==> config.mk <==
export PLATFORM = sky130hd
export DESIGN_NAME = dsp_mac_pipe
export DESIGN_NICKNAME = d
export VERILOG_FILES = /design/src/rtl/dsp_mac_pipe.sv
export SDC_FILE = /design/constraint.sdc
export NUM_CORES = 1
export LEC_CHECK = 0
export ABC_AREA = 1
export CAP_MARGIN = 20
export CORE_MARGIN = 3
export CORE_UTILIZATION = 45
export DETAILED_ROUTE_END_ITERATION = 8
export MAX_ROUTING_LAYER = met4
export PLACE_DENSITY = 0.69
export SLEW_MARGIN = 20
export SYNTH_ARGS = -nofsm -noshare
export SYNTH_HDL_FRONTEND = slang
export SYNTH_SLANG_ARGS = --single-unit
==> constraint.sdc <==
create_clock -name clock_i -period 7 [get_ports clock_i]
set_clock_uncertainty 0.15 [all_clocks]
set_input_delay 1.05 -clock clock_i [delete_from_list [all_inputs] [get_ports clock_i]]
set_output_delay 1.05 -clock clock_i [all_outputs]
set_load 0.005 [all_outputs]
==> src/rtl/dsp_mac_pipe.sv <==
// Purpose: parametrised multiply-accumulate pipeline, P <= (A*B | 0) + Z, where Z is 0, C, P or P>>SHIFT.
// Latency: ABREG+MREG+1 enabled clocks from the inputs to P_o/valid_o. This is 3 with the default parameters.
// Backpressure: no ready handshake. ce_i=0 freezes every stage, and valid_o is masked while ce_i is low.
//
// Ports:
//   clock_i, reset_n_i    rising-edge clock and synchronous active-low reset
//   ce_i                  pipeline enable; 0 holds every stage register
//   valid_i, mode_i       operand qualifier; mode bit2 zeroes the product, bits[1:0] pick Z
//   A_i, B_i              unsigned multiplier operands
//   CREG_en_i, C_i        addend and its load enable (the C register loads even while ce_i=0)
//   P_o, valid_o          registered result and its new-result strobe
//
// Parameter ranges: ABREG 0..2, MREG 0..1, CREG 0..1, 1 <= SHIFT < P_WIDTH.
module dsp_mac_pipe #(
  parameter int A_WIDTH = 17,
  parameter int B_WIDTH = 17,
  parameter int C_WIDTH = 34,
  parameter int P_WIDTH = 34,
  parameter int SHIFT   = 17,
  parameter int ABREG   = 1,
  parameter int MREG    = 1,
  parameter int CREG    = 1
) (
  input  logic               clock_i,
  input  logic               reset_n_i,
  input  logic               ce_i,
  input  logic               valid_i,
  input  logic [2:0]         mode_i,
  input  logic [A_WIDTH-1:0] A_i,
  input  logic [B_WIDTH-1:0] B_i,
  input  logic               CREG_en_i,
  input  logic [C_WIDTH-1:0] C_i,
  output logic [P_WIDTH-1:0] P_o,
  output logic               valid_o
);

  localparam int MW  = A_WIDTH + B_WIDTH;  // full product width
  localparam int ABW = MW + 3 + 1;         // {valid, mode, A, B}
  localparam int MSW = MW + 2 + 1;         // {valid, zsel, M}

  // ---------------------------------------------------------------------------
  // Input stages: A, B, mode and valid travel together as one vector.
  // ---------------------------------------------------------------------------
  logic [ABW-1:0] ab_in;
  logic [ABW-1:0] ab_out;

  assign ab_in = {valid_i, mode_i, A_i, B_i};

  generate
    if (ABREG == 0) begin : g_ab_bypass
      assign ab_out = ab_in;
    end else begin : g_ab_reg
      logic [ABW-1:0] ab_q [ABREG];
      logic [ABW-1:0] ab_d [ABREG];

      always_comb begin
        ab_d[0] = ce_i ? ab_in : ab_q[0];
        for (int i = 1; i < ABREG; i++) begin
          ab_d[i] = ce_i ? ab_q[i-1] : ab_q[i];
        end
      end

      always_ff @(posedge clock_i) begin
        if (!reset_n_i) begin
          for (int i = 0; i < ABREG; i++) ab_q[i] <= '0;
        end else begin
          for (int i = 0; i < ABREG; i++) ab_q[i] <= ab_d[i];
        end
      end

      assign ab_out = ab_q[ABREG-1];
    end
  endgenerate

  logic [A_WIDTH-1:0] a_s;
  logic [B_WIDTH-1:0] b_s;
  logic [2:0]         mode_ab;
  logic               vld_ab;

  assign b_s     = ab_out[0 +: B_WIDTH];
  assign a_s     = ab_out[B_WIDTH +: A_WIDTH];
  assign mode_ab = ab_out[MW +: 3];
  assign vld_ab  = ab_out[MW + 3];

  // ---------------------------------------------------------------------------
  // Multiplier: full-width unsigned product. Mode bit2 zeroes the product, which
  // turns the P stage into a pure add or shift of Z.
  // ---------------------------------------------------------------------------
  logic [MW-1:0] m_raw;

  assign m_raw = mode_ab[2] ? '0
               : ({{B_WIDTH{1'b0}}, a_s} * {{A_WIDTH{1'b0}}, b_s});

  // M stage. Only the Z select is still needed downstream, so mode bit2 is dropped here.
  logic [MSW-1:0] m_in;
  logic [MSW-1:0] m_out;

  assign m_in = {vld_ab, mode_ab[1:0], m_raw};

  generate
    if (MREG == 0) begin : g_m_bypass
      assign m_out = m_in;
    end else begin : g_m_reg
      logic [MSW-1:0] m_q;
      logic [MSW-1:0] m_d;

      always_comb begin
        m_d = ce_i ? m_in : m_q;
      end

      always_ff @(posedge clock_i) begin
        if (!reset_n_i) m_q <= '0;
        else            m_q <= m_d;
      end

      assign m_out = m_q;
    end
  endgenerate

  logic [MW-1:0] m_s;
  logic [1:0]    zsel_s;
  logic          vld_s;

  assign m_s    = m_out[0 +: MW];
  assign zsel_s = m_out[MW +: 2];
  assign vld_s  = m_out[MW + 2];

  // Align the product to P_WIDTH. A wider product is truncated, because all arithmetic is mod 2^P_WIDTH.
  logic [P_WIDTH-1:0] m_p;

  generate
    if (MW >= P_WIDTH) begin : g_m_trunc
      assign m_p = m_s[P_WIDTH-1:0];
      if (MW > P_WIDTH) begin : g_m_drop
        logic [MW-P_WIDTH-1:0] unused_m_hi;
        assign unused_m_hi = m_s[MW-1:P_WIDTH];
      end
    end else begin : g_m_ext
      assign m_p = {{(P_WIDTH-MW){1'b0}}, m_s};
    end
  endgenerate

  // ---------------------------------------------------------------------------
  // C path. The register loads on CREG_en_i alone, so a stall does not block it.
  // ---------------------------------------------------------------------------
  logic [C_WIDTH-1:0] c_src;

  generate
    if (CREG == 0) begin : g_c_bypass
      logic unused_c_en;
      assign unused_c_en = CREG_en_i;
      assign c_src       = C_i;
    end else begin : g_c_reg
      logic [C_WIDTH-1:0] c_q;
      logic [C_WIDTH-1:0] c_d;

      always_comb begin
        c_d = CREG_en_i ? C_i : c_q;
      end

      always_ff @(posedge clock_i) begin
        if (!reset_n_i) c_q <= '0;
        else            c_q <= c_d;
      end

      assign c_src = c_q;
    end
  endgenerate

  logic [P_WIDTH-1:0] c_p;

  generate
    if (C_WIDTH >= P_WIDTH) begin : g_c_trunc
      assign c_p = c_src[P_WIDTH-1:0];
      if (C_WIDTH > P_WIDTH) begin : g_c_drop
        logic [C_WIDTH-P_WIDTH-1:0] unused_c_hi;
        assign unused_c_hi = c_src[C_WIDTH-1:P_WIDTH];
      end
    end else begin : g_c_ext
      assign c_p = {{(P_WIDTH-C_WIDTH){1'b0}}, c_src};
    end
  endgenerate

  // ---------------------------------------------------------------------------
  // ALU / P stage. Feedback reads p_q, the result of the previous enabled edge.
  // This lets back-to-back accumulates chain without bubbles.
  // ---------------------------------------------------------------------------
  logic [P_WIDTH-1:0] p_q, p_d;
  logic               vld_q, vld_d;
  logic [P_WIDTH-1:0] z;

  always_comb begin
    z = '0;
    case (zsel_s)
      2'b01:   z = c_p;
      2'b10:   z = p_q;
      2'b11:   z = p_q >> SHIFT;
      default: z = '0;
    endcase
  end

  // P is updated on every enabled edge. Valid only qualifies the output strobe.
  always_comb begin
    p_d   = ce_i ? (m_p + z) : p_q;
    vld_d = ce_i ? vld_s : vld_q;
  end

  always_ff @(posedge clock_i) begin
    if (!reset_n_i) begin
      p_q   <= '0;
      vld_q <= 1'b0;
    end else begin
      p_q   <= p_d;
      vld_q <= vld_d;
    end
  end

  assign P_o     = p_q;
  assign valid_o = vld_q & ce_i;

endmodule

# [Word level (Yosys, flattened, before mapping)]
# Memories as Yosys holds them, arrays and structs flattened.
# Cells that the tools add are included.
[totals] ff_bits=106 latchBits=0 ram_bits=38 mem_bits_ro=0 in_bits=76 output_inout_bits=35 elab_cells=19 n_memories=1
[op_classes] add_sub_neg=1 multipliers=1 div=0 magnitude_cmp=0 eq_ne=3 shifts=0 n_mux=7 bitwise_logic=1 reduce_logical=1
[memory_table] name="g_ab_reg.ab_q" words=1 width=38 rd=1 rd_ports_with_merged_regs=0 wr=1 line_no="53" text="logic [ABW-1:0] ab_q [ABREG];"
[ops] op="case mux 34 bit (3 select lines)" count=1
[ops] op="two-way mux 38 bit" count=2
[ops] op="OR reduction 38 bit" count=1
[ops] op="adder 34 bit" count=1
[ops] op="multiplier 17 x 17 -> 34 bit" count=1
[ops] op="two-way mux 34 bit" count=1
[ops] op="== test 2 bit (second input constant)" count=2
[ops] op="two-way mux 1 bit" count=3
[ops] op="== test 2 x 1 -> 1 bit (second input constant)" count=1
[ops] op="bitwise AND 1 bit" count=1

# [Depth between registers and ports, before layout]
[depth] depth_word=3 mapped_depth=28 ltp_nobuf=26

# [Least setup slack after synthesis]
# No wires, ideal clock.
[synth_timing] path_kind="register -> register" start="mem g_ab_reg.ab_q[0][24] in the netlist's numbering" end="reg g_m_reg.m_q[18]" arrival_time_ps=5195 required_ps=6718 setup_slack_ps=1523 stages_incl_launch_ff=25 n_path_buf=2 path_cell_list="dfxtp_1 clkbuf_1 clkbuf_1 nand2_1 fa_1 inv_1 fa_1 inv_1 fa_1 inv_1 fa_1 fa_1 inv_1 fa_1 inv_1 ha_1 nand2_1 nor2_1 inv_1 nor2_1 nor2_1 nand2_1 a21oi_1 o21ai_0 a21oi_1"
[synth_between] elab_chain_len=3
[synth_lines] element="from (decl)" line_no="53"
[synth_lines] element="memory read (1 x 38 bit)"
[synth_lines] element="multiplier 17 x 17 -> 34 bit" line_no="92" text=": ({{B_WIDTH{1'b0}}, a_s} * {{A_WIDTH{1'b0}}, b_s});"
[synth_lines] element="two-way mux 34 bit" line_no="91" text="assign m_raw = mode_ab[2] ? '0"
[synth_lines] element="to (signal assigned)" line_no="113" text="else m_q <= m_d;"
[synth_lines] element="to (decl)" line_no="104" text="logic [MSW-1:0] m_q;"
# No other way between the ends.
# A chain may end at the register's enable or synchronous reset.

# [Worst setup path in the final report]
[layout_timing] start="mem g_ab_reg.ab_q[0][8] in the netlist's numbering" end="reg g_m_reg.m_q[20]"
# Same word-level chain as after synthesis.

==> summary.txt <==
Final layout
  • Footprint of the multi-input gates: 0.0124 mm²
  • Fill cell count: 3915
  • Final nets: 3186
  • Sequential Area: 0.00288 mm²
  • Area delta synth->final: 11.7%
  • Share of layout cells above drive strength 1: 2.68%
  • Post-layout util: 51.0%
  • Most frequent cells in the layout: 694 x nand2_1, 647 x inv_1, 244 x nor2_1
  • Design area: 0.0204 mm²
  • Most common cell after layout, fill and taps aside: nand2_1

Clocking
  • Worst-path clk slew: 0.07 ns
  • Max clock buf depth: 2
  • TritonCTS clock tree: yes
  • Clock latency at the later pin of the worst-skew pair: 0.46 ns
  • CTS resizes: 0
  • Clock sink count: 144
  • Clk root buf: clkbuf_16
  • Clock buffer count from CTS: 17
  • Post-CTS setup buffers: 0
  • Post-CTS Hold Buffers: 0
  • H-tree Lvls: 4

Worst hold path
  • Hold WC Path Type: register to register

Die
  • DIE AREA: 0.0430 mm²
  • # IOs: 111
  • Core area: 0.0399 mm²
  • Starting Density: 45.7%
  • Row cnt: 73
  • Width of the die: 207 µm
  • Die Span Y: 207 µm

Global route
  • Overall Global Routing Usage: 26.3%
  • GR Overflow Total: 0
  • Largest net degree at the start of global routing: 81
  • Vias in the first global route: 16800
  • Global-route wire length before repair: 88.5 mm
  • Antenna violations before repair: 1

Detailed routing
  • Routed length per instance: 16.3 µm
  • Residual DRC: 0
  • Final wirelength: 53.6 mm
  • Via/cell ratio: 5.06
  • DRT Pass-1 Iters: 5
  • Post-route ant nets: 0
  • Vias: 16600
  • Drt initial violations: 1358

Worst setup path
  • Top delay family on crit path: adder cells
  • CP peak stage delay: 0.90 ns
  • Buf/Inv on CP: 5
  • CP Launch Type: register
  • CP Class: register to register
  • Worst-path cell chain: nand2_1 -> fa_1 -> inv_1 -> fa_1 -> inv_1 -> fa_1 -> inv_1 -> fa_1 -> fa_1 -> inv_1 -> fa_1 -> inv_1 -> ha_1 -> nand2_1 -> nor2_1 -> nand2_1 -> a31oi_1 -> o21ai_0 -> nand3_1 -> a21oi_1
  • WP data required: 7.19 ns
  • Crit. End Element: register
  • Cell mode on critical path: fa_1
  • CP arrival: 6.50 ns
  • Crit-path max FO: 18
  • CP max stage cell: dfxtp_1

Synth
  • Post-Syn Nets: 3152
  • Synth area leaders: fa_1 25%, dfxtp_1 16%, nand2_1 14%
  • Area share of the largest cell type after synthesis: 24.7%
  • Cell taking the most area after synthesis: fa_1
  • Synth warn: 0
  • Post-synthesis sequential area ratio: 15.8%
  • Distinct cells, synth: 36
  • Post-Syn Area: 0.0182 mm²
  • Post-Syn Instances: 2710
  • Synthesized area per cell: 6.73 µm²
  • Yosys reg bits: 144

STA
  • Worst-Margin Slew: 1.11 ns
  • Max-slew violation count: 0
  • Total negative slack: 0 ns
  • Fin. Hold Viols: 0
  • Achievable Freq: 158 MHz
  • Period utilisation layout: 90.2%
  • RSZ-0062 raised after global routing: false
  • Max_slew headroom: 25.7%
  • Final Setup Violations: 0
  • Tmin final: 6.32 ns

Power
  • P_leak: 11.4 nW
  • Cell Pwr Density: 172 mW/mm²
  • Max IR drop VDD: 0.235 mV

Flow run
  • # Max-Cap Violations: 0

Place
  • DPL Wire Length: 43.5 mm
  • IO buf count: 110
  • Dpl cell area: 0.0197 mm²
  • RePlAce Congestion: 0.967

Outcome
  • Status: complete, no violations
## cell type report
class | instances | area share (%)
multi-input combinational | 1790 | 61.0
sequential | 144 | 14.1
inverter | 652 | 12.0
timing repair buffer | 139 | 6.42
tap | 525 | 3.22
clock buffer | 19 | 2.17
clock inverter | 13 | 0.970
antenna | 1 | 0.0123
## cells in the mapped netlist
| cell type | count |
|---|---|
| a21oi_1 | 134 |
| o21a_1 | 1 |
| clkbuf_1 | 117 |
| xnor2_1 | 6 |
| nand2_1 | 694 |
| nor2_1 | 244 |
| o221ai_1 | 15 |
| nor4_1 | 1 |
| buf_1 | 2 |
| nor3_1 | 11 |
| or2_1 | 1 |
| o21ai_1 | 1 |
| o21bai_1 | 7 |
| or2_2 | 2 |
| a2bb2oi_1 | 1 |
| nand3_2 | 1 |
| a31oi_1 | 2 |
| inv_2 | 1 |
| nand3b_2 | 1 |
| inv_1 | 649 |
| clkinv_1 | 2 |
| o21ai_0 | 145 |
| nand4_1 | 15 |
| a221oi_1 | 1 |
| buf_2 | 4 |
| ha_1 | 141 |
| fa_1 | 225 |
| a21o_1 | 3 |
| buf_6 | 1 |
| nand2_2 | 4 |
| dfxtp_1 | 144 |
| o22ai_2 | 1 |
| nand3b_1 | 2 |
| and2_1 | 1 |
| xor2_1 | 11 |
| nand3_1 | 119 |
## flip-flops by register name, summed over array words and instances (netlist names)
signal / count
P_o: 34
c_p: 34
g_ab_reg.ab_q: 38
g_m_reg.m_q: 37
vld_q: 1
## cell families (layout without fill, tap and decap cells)
group,Yosys count,count (layout),share of synthesized area (%)
fa+ha+maj,366,366,34.4
simple gates,1096,1096,23.9
buf+inv,776,823,16.0
compound gates,311,311,9.09
flops,144,144,15.8
xor+xnor,17,17,0.816
other cells,0,1,0
## metrics by stage
step / power (mW) / worst slack (ns) / std cells / hold WS (ns)
finish: 3.50 / 0.683 / 3283 / 0.313
global route: 3.79 / 0.349 / 3283 / 0.335
CTS: 3.53 / 0.773 / 3282 / 0.312
detailed placement: 2.48 / 0.798 / 3250 / 0.302
global placement: 2.47 / 0.798 / 3250 / 0.299
floorplan: 1.99 / 1.52 / 2710 / 0.284
## path summary, 6_finish.rpt
kind	end	startpoint	slack, ns	cells past startpoint
hold reg to reg	c_p[1]$_SDFFE_PN0P_	c_p[1]$_SDFFE_PN0P_	0.31	2
setup reg to reg	g_m_reg.m_q[20]$_SDFFE_PN0P_	g_ab_reg.ab_q[0][8]$_SDFFE_PN0P_	0.68	20
hold / removal	c_p[1]$_SDFFE_PN0P_	c_p[1]$_SDFFE_PN0P_	0.31	2
setup / recovery	g_m_reg.m_q[20]$_SDFFE_PN0P_	g_ab_reg.ab_q[0][8]$_SDFFE_PN0P_	0.68	20
## routing by layer
layer | up-vias | global-route usage, % | wire length [µm]
li1 | 8125 | - | -
met1 | 7947 | 36.9 | 25500
met2 | 476 | 40.0 | 23700
met3 | 76 | 3.82 | 3280
met4 | 0 | 7.37 | 1150
met5 | - | - | 0
## power breakdown
group / internal [mW] / switching [mW] / total [mW] / leakage, nW
registers: 0.899 / 0.111 / 1.01 / 1.19
clock network: 0.614 / 0.420 / 1.03 / 0.308
logic: 0.549 / 0.910 / 1.46 / 9.90
total: 2.06 / 1.44 / 3.50 / 11.4
## tightest hold or removal path, delay by kind of cell (launching register included)
kind,cells,cell delay [ns]
DFF,1,0.30
buffers and inverters,1,0.06
AOI/OAI and AO/OA,1,0.06
(Power assumes the default switching activity.)
